<file path="config.mk">
export PLATFORM = sky130hd
export DESIGN_NAME = trigger_round_scheduler
export DESIGN_NICKNAME = d
export VERILOG_FILES = /design/src/rtl/trigger_round_scheduler.sv
export SDC_FILE = /design/constraint.sdc
export NUM_CORES = 1
export LEC_CHECK = 0
export ABC_AREA = 1
export BUFFER_PORTS_ARGS = -buffer_cell sky130_fd_sc_hd__buf_2
export CAP_MARGIN = 20
export CORE_ASPECT_RATIO = 2
export CORE_MARGIN = 2
export CORE_UTILIZATION = 55
export CTS_CLUSTER_DIAMETER = 150
export DETAILED_ROUTE_END_ITERATION = 6
export PLACE_DENSITY = 0.77
export SYNTH_ARGS = -nofsm -noshare
export SYNTH_HDL_FRONTEND = slang
export SYNTH_SLANG_ARGS = --single-unit
</file>
<file path="constraint.sdc">
create_clock -name ap_clk -period 1.8 [get_ports ap_clk]
set_input_delay 0.36 -clock ap_clk [delete_from_list [all_inputs] [get_ports ap_clk]]
set_output_delay 0.36 -clock ap_clk [all_outputs]
set_load 0.01 [all_outputs]
</file>
<file path="src/rtl/trigger_round_scheduler.sv">
// Round sequencer for a network of actor triggers: launches rounds,
// collects dones, and finishes after a run of quiet (no-fire) rounds.
module trigger_round_scheduler #(
    parameter int NUM_ACTORS   = 4,
    parameter int QUIET_ROUNDS = 2,
    parameter int WATCHDOG_W   = 16
) (
    input  logic                  ap_clk,
    input  logic                  ap_rst_n,
    input  logic                  ap_start,
    output logic                  ap_done,
    output logic                  ap_ready,
    output logic                  ap_idle,
    output logic [NUM_ACTORS-1:0] trig_start,
    input  logic [NUM_ACTORS-1:0] trig_done,
    input  logic [NUM_ACTORS-1:0] trig_sleeping,
    input  logic [NUM_ACTORS-1:0] trig_fired,
    output logic                  network_idle,
    output logic                  timed_out,
    output logic [31:0]           round_count
);

    typedef enum logic [2:0] {
        S_IDLE,
        S_LAUNCH,
        S_WAIT,
        S_CHECK,
        S_DONE
    } state_t;

    localparam logic [NUM_ACTORS-1:0] ALL_ONES = {NUM_ACTORS{1'b1}};
    localparam logic [WATCHDOG_W-1:0] WDOG_MAX = {WATCHDOG_W{1'b1}};
    localparam logic [3:0]            QUIET_LIM = 4'(QUIET_ROUNDS);

    state_t                  r_state;
    logic [NUM_ACTORS-1:0]   r_done_mask;
    logic                    r_fired_any;
    logic [3:0]              r_quiet;
    logic [WATCHDOG_W-1:0]   r_wdog;
    logic [31:0]             r_round_count;
    logic                    r_timed_out;

    state_t                  w_state_nxt;
    logic [NUM_ACTORS-1:0]   w_done_mask_nxt;
    logic                    w_fired_any_nxt;
    logic [3:0]              w_quiet_nxt;
    logic [3:0]              w_quiet_inc;
    logic [WATCHDOG_W-1:0]   w_wdog_nxt;
    logic [31:0]             w_round_count_nxt;
    logic                    w_timed_out_nxt;
    logic [NUM_ACTORS-1:0]   w_mask_upd;

    assign w_mask_upd  = r_done_mask | trig_done;
    assign w_quiet_inc = (r_quiet >= QUIET_LIM) ? QUIET_LIM : r_quiet + 4'd1;

    always_ff @(posedge ap_clk or negedge ap_rst_n) begin
        if (!ap_rst_n) begin
            r_state       <= S_IDLE;
            r_done_mask   <= '0;
            r_fired_any   <= 1'b0;
            r_quiet       <= '0;
            r_wdog        <= '0;
            r_round_count <= '0;
            r_timed_out   <= 1'b0;
        end else begin
            r_state       <= w_state_nxt;
            r_done_mask   <= w_done_mask_nxt;
            r_fired_any   <= w_fired_any_nxt;
            r_quiet       <= w_quiet_nxt;
            r_wdog        <= w_wdog_nxt;
            r_round_count <= w_round_count_nxt;
            r_timed_out   <= w_timed_out_nxt;
        end
    end

    always_comb begin
        w_state_nxt       = r_state;
        w_done_mask_nxt   = r_done_mask;
        w_fired_any_nxt   = r_fired_any;
        w_quiet_nxt       = r_quiet;
        w_wdog_nxt        = r_wdog;
        w_round_count_nxt = r_round_count;
        w_timed_out_nxt   = r_timed_out;
        trig_start        = '0;
        ap_done           = 1'b0;

        unique case (r_state)
            S_IDLE: begin
                if (ap_start) begin
                    w_state_nxt       = S_LAUNCH;
                    w_quiet_nxt       = '0;
                    w_round_count_nxt = '0;
                    w_timed_out_nxt   = 1'b0;
                end
            end
            S_LAUNCH: begin
                trig_start        = ALL_ONES;
                w_done_mask_nxt   = '0;
                w_fired_any_nxt   = 1'b0;
                w_wdog_nxt        = '0;
                w_round_count_nxt = r_round_count + 32'd1;
                w_state_nxt       = S_WAIT;
            end
            S_WAIT: begin
                w_done_mask_nxt = w_mask_upd;
                w_fired_any_nxt = r_fired_any | (|trig_fired);
                w_wdog_nxt      = r_wdog + 1'b1;
                // completion wins over a watchdog expiry in the same cycle
                if (w_mask_upd == ALL_ONES) begin
                    w_state_nxt = S_CHECK;
                end else if (r_wdog == WDOG_MAX) begin
                    w_timed_out_nxt = 1'b1;
                    w_state_nxt     = S_DONE;
                end
            end
            S_CHECK: begin
                if (r_fired_any) begin
                    w_quiet_nxt = '0;
                    w_state_nxt = S_LAUNCH;
                end else begin
                    w_quiet_nxt = w_quiet_inc;
                    if (w_quiet_inc == QUIET_LIM) begin
                        w_state_nxt = S_DONE;
                    end else begin
                        w_state_nxt = S_LAUNCH;
                    end
                end
            end
            S_DONE: begin
                ap_done     = 1'b1;
                w_state_nxt = S_IDLE;
            end
            default: begin
                w_state_nxt = S_IDLE;
            end
        endcase
    end

    // idle only when a prior round was quiet and nothing can still fire
    assign network_idle = (r_state == S_WAIT) & ~r_fired_any
                        & ~(|trig_fired)
                        & (&(r_done_mask | trig_sleeping))
                        & (r_quiet != 4'd0);

    assign ap_ready    = ap_done;
    assign ap_idle     = (r_state == S_IDLE);
    assign timed_out   = r_timed_out;
    assign round_count = r_round_count;

endmodule

</file>
* Yosys cells after proc, flatten, opt, wreduce, memory -nomap -nowiden *
Index checks and enable logic that the tools add are counted.

word-level totals
  register bits after elaboration = 61
  input port bits = 15
  word-level logic and storage cells = 64

cells by class
  mux-type cells = 21
  reductions and logical operators = 12
  bitwise gates (word level) = 9
  magnitude comparators = 1
  $add $sub $neg = 3
  eq/ne operators = 11

operators by type and width
  kind                                                  count
  case mux 32 bit (2 select lines)                      1
  adder 32 x 1 -> 32 bit (second input constant)        1
  two-way mux 32 bit                                    1
  case mux 16 bit (2 select lines)                      1
  adder 16 x 1 -> 16 bit (second input constant)        1
  == test 16 bit (second input constant)                1
  two-way mux 4 bit                                     4
  case mux 4 bit (2 select lines)                       2
  two-way mux 3 bit                                     5
  case mux 3 bit (4 select lines)                       1
  OR 4 bit                                              2
  AND reduction 4 bit                                   2
  nonzero test 2 bit                                    4
  == test 3 x 2 -> 1 bit (second input constant)        2
  inequality test 2 bit (second input constant)         3
  AND reduction 2 bit                                   3
  adder 4 x 1 -> 4 bit (second input constant)          1
  bitwise AND 1 bit                                     4
  == test 4 x 2 -> 1 bit (second input constant)        1
  == test 4 bit (second input constant)                 1
  >= comparator 4 x 2 -> 1 bit (second input constant)  1
  two-way mux 1 bit                                     4
  case mux 1 bit (2 select lines)                       2
  nonzero test 4 bit                                    1
  7 further kinds                                       8

* Depth between registers and ports, before layout *
  depth after elaboration = 6
  mapped depth = 11

* Worst setup path before layout *
OpenSTA, ideal clock, no wires.

  path type = register to output
  start = reg r_state[0]
  end = out network_idle
  arrival time = 1,065 ps
  data required time = 1,440 ps
  path slack = 375 ps
  cell stages (with the launch flop) = 7
  cells stage by stage = dfrtp_1 -> inv_2 -> nand3_2 -> inv_2 -> buf_2 -> nand2_1 -> nor2_1

between the ends
  cells in the longest elaborated chain, start to end = 5

RTL lines
  element                 RTL line  source
  from (decl)             35        state_t r_state;
  from (signal assigned)  66        r_state <= w_state_nxt;
  == test 3 x 2 -> 1 bit  140       assign network_idle = (r_state == S_WAIT) & ~r_fired_any
  bitwise AND 1 bit       140
  bitwise AND 1 bit       141       & ~(|trig_fired)
  bitwise AND 1 bit       142       & (&(r_done_mask | trig_sleeping))
  bitwise AND 1 bit       143       & (r_quiet != 4'd0);
  to (decl)               18        output logic network_idle,

Every way passes these cells.

* Final worst setup path *
  start = reg r_quiet[0]
  end = out network_idle

between the ends
  cells in the longest elaborated chain, start to end = 2

RTL lines
  element                 RTL line  source
  from (decl)             38        logic [3:0] r_quiet;
  from (signal assigned)  69        r_quiet <= w_quiet_nxt;
  nonzero test 4 bit      143
  bitwise AND 1 bit       143

Every way passes these cells.

==> summary.md <==
| Metric | Value |
|---|---|
| Status | finished, final reports clean |
| Ys Warns | 0 |
| FMAX | 572.2 MHz |
| Setup Crit Path Kind | reg -> out |
| Routed vias | 3,589 |
| Post-Layout Cell Count | 701 |
| Post-CTS Hold Fix Bufs | 0 |
| Setup violations, final | 0 |
| CTS H-tree lvls | 3 |
| Nature of the critical path endpoint | primary output |
| CP Buf/Inv Count | 2 |
| LEAKAGE | 2.309 nW |
| Fin. Hold Viols | 0 |
| I/O Pins | 56 |
| CP Data Arrival Time | 1.39 ns |
| Iter 0 DRT Violations | 268 |
| # fillers | 591 |
| Worst slew pin tran | 0.3300 ns |
| Die W | 63.01 microns |
| Power Internal | 3.293 mW |
| Sink Count | 61 |
| CP Cell Sequence | inv_2, ha_4, nand2_2, o21a_1, o211ai_1, nor2_1, buf_2 |
| Post-synthesis average cell area | 7.066 sq um |
| Clock skew | 0.005066 ns |
| Die Height | 122.0 microns |
| Post-synthesis register bit count | 61 |
| Nets | 628 |
| Remaining Overflow, GRT | 0 |
| RSZ-0062 raised after global routing | true |
| Global placement routability congestion | 0.9020 |
| Number of global-route vias before repair | 3,278 |
| Worst EP required | 1.44 ns |
| Worst-path clk slew | 0.05 ns |
| Sequential power share | 0.338 |
| Initial Utilization | 0.5605 |
| TritonCTS Buffers | 9 |
| Crit path max-delay family | flip-flops |
| Net Sw Frac | 0.3763 |
| Post-Syn Area | 3830 sq um |
| Die area | 7687 sq um |
| Tcrit/Tclk final | 0.9709 |
| Post-Synthesis Cells | 542 |
| Syn nets | 562 |
| Inst Count DP | 680 |
| Worst-Skew Late Latency | 0.33 ns |
| GR Util All Layers | 0.2444 |
| Slew margin rel. | 0.7800 |
| Antenna viol nets, final | 0 |
| Synth cell types | 34 |
| Final Max Slew Viols | 0 |
| Clock power frac | 0.309 |
| Comb pwr share | 0.353 |
| DR vias/cell | 5.120 |
| Core Box Area | 6833 sq um |
| Area growth syn-to-layout | 18.56% |
| Setup TNS | 0 ns |
| Slowest-stage cell, CP | dfrtp_1 |
| First-pass GRT wire length | 14,790 microns |
| Total of max-cap violations | 0 |
| Share of layout cells above drive strength 1 | 0.2177 |
| CTS tree | done |
| Average wire per standard cell | 12.46 microns |
| Worst ir drop on vdd | 0.7787 mV |
| PD cells | 1163 nW/um^2 |
| Dpl cell area | 4178 sq um |
| Root buffer cell | clkbuf_16 |
| Min cycle time layout | 1.748 ns |
| Post-Place Setup Slack | 0.2594 ns |
| Critical Path Fanout Max | 3 |
| Post-DP HPWL | 6105 microns |
| Row count | 43 |
| Detailed Route WL | 8735 microns |
| Ant. Diodes | 0 |
| Initial antenna violation count | 0 |
| Min-Delay Path Class | in -> async |
| Worst stage delay on the critical path | 0.37 ns |
| Startpoint Class | flop |
| Sequential cell area fraction in the yosys report | 0.3986 |
| Largest net degree at the start of global routing | 62 |
| Clock buffer depth | 2 |
| Port bufs | 55 |
| Net Sw Power | 1.987 mW |
| DRC Markers | 0 |
| Final Cell Area | 4541 sq um |
| First-pass DRT Iterations | 7 |
| Setup ws final | 0.05237 ns |
==> state kept, by name, indices dropped and copies added (netlist names) <==
register     flops
r_quiet          4
round_count     32
r_wdog          16
timed_out        1
r_state          3
r_fired_any      1
r_done_mask      4
==> cell usage after synthesis <==
library cell  count  area, sq um
a21oi_1           9        45.04
a22o_1            2        17.52
and2_0            1        6.260
and2_1            3        18.77
buf_2             3        15.01
buf_4             6        45.04
buf_6             2        22.52
dfrtp_1          61         1526
ha_1              5        62.56
inv_1            67        251.5
inv_2             6        22.52
inv_4             2        12.51
nand2_1         162        608.1
nand2_2          11        68.82
nand2_4           1        11.26
nand3_1          41        205.2
nand3_2           4        40.04
nand3b_1          2        15.01
nand3b_4          1        20.02
nand4_1           5        31.28
nor2_1           63        236.5
nor2_2           14        87.58
nor2_4            8        90.09
nor2_8            2        40.04
nor3_1            3        15.01
nor3b_1           1        7.510
o211ai_1          1        7.510
o21a_1            2        15.01
o21ai_0          33        165.2
o21ai_1          14        70.07
o22a_1            1        8.760
o22ai_1           4        25.02
o31ai_1           1        7.510
xor2_1            1        8.760
==> metrics by stage <==
step | power (mW) | hold slack [ns] | util
6_report | 5.280 | 0.04005 | 0.6645
3_3_place_gp | 3.477 | 0.3963 | 0.6114
3_5_place_dp | 3.521 | 0.3936 | 0.6114
2_1_floorplan | 3.082 | 0.06441 | -
4_1_cts | 5.210 | 0.04777 | 0.6550
5_1_grt | 5.654 | 0.07767 | 0.6645
==> worst reg2reg max path, delay by kind of cell (launching register included) <==
family,cells,cell delay [ns]
DFF,1,0.37
and+or+nand+nor,5,0.44
buffers and inverters,5,0.45
adders and majority gates,1,0.18
AOI/OAI and AO/OA,1,0.11
==> routing by layer <==
layer | wire length, microns | track usage | vias up
li1 | - | - | 1843
met1 | 4018 | 0.3247 | 1644
met2 | 4205 | 0.3810 | 92
met3 | 370 | 0.04709 | 10
met4 | 142 | 0.1194 | 0
met5 | 0 | 0 | -
==> what timing repair did <==
action | CTS | global route
buffers inserted | 1 | 6
resized for setup | 3 | 7
pin swaps | 0 | 2
setup endpoints to repair | 5 | 5
==> cell type report <==
cell class | instances | area (sq um) | share of cell area
multi-input combinational | 395 | 1949 | 0.4293
sequential | 61 | 1526 | 0.3362
timing repair buffer | 66 | 370.4 | 0.08157
inverter | 75 | 296.5 | 0.06531
clock buffer | 13 | 280.3 | 0.06173
tap | 90 | 112.6 | 0.02480
clock inverter | 1 | 5.005 | 0.001102
==> cell usage in the layout, fill, tap and decap left out, drive strengths merged, types with 5 or more instances in the layout <==
cell,count
a21oi,9
nor2,87
dfrtp,61
buf,66
ha,5
clkbuf,13
inv,74
o21ai,47
nand4,5
nand3,45
nand2,174
==> logic make-up (layout without fill, tap and decap cells) <==
family,after synthesis,in the layout,share of synthesized area
DFF,61,61,0.3986
AOI/OAI and AO/OA,67,67,0.09441
buffers and inverters,86,155,0.09637
and+or+nand+nor,322,322,0.3920
adders and majority gates,5,5,0.01633
xor gates and xnor gates,1,1,0.002287
==> power by group through the flow <==
stage	Clock, mW	Sequential (mW)	Combinational (mW)
after floorplan	0	1.81	1.28
after global placement	0	1.80	1.67
after detailed placement	0	1.81	1.71
after CTS	1.67	1.78	1.76
after global routing	1.72	1.82	2.12
final	1.63	1.79	1.86
==> final timing paths <==
path,slack (ns),startpoint,end,depth (start not counted)
max,0.05,r_quiet[0],network_idle,7
min,0.04,ap_rst_n,r_done_mask[1],2
max reg2reg,0.16,r_quiet[0],r_state[2],12
min reg2reg,0.50,r_quiet[3],r_quiet[3],2
max in group asynchronous,1.49,ap_rst_n,round_count[7],2
min in group ap_clk,0.30,trig_fired[1],r_fired_any,3
Power figures use the tool's default switching activity.
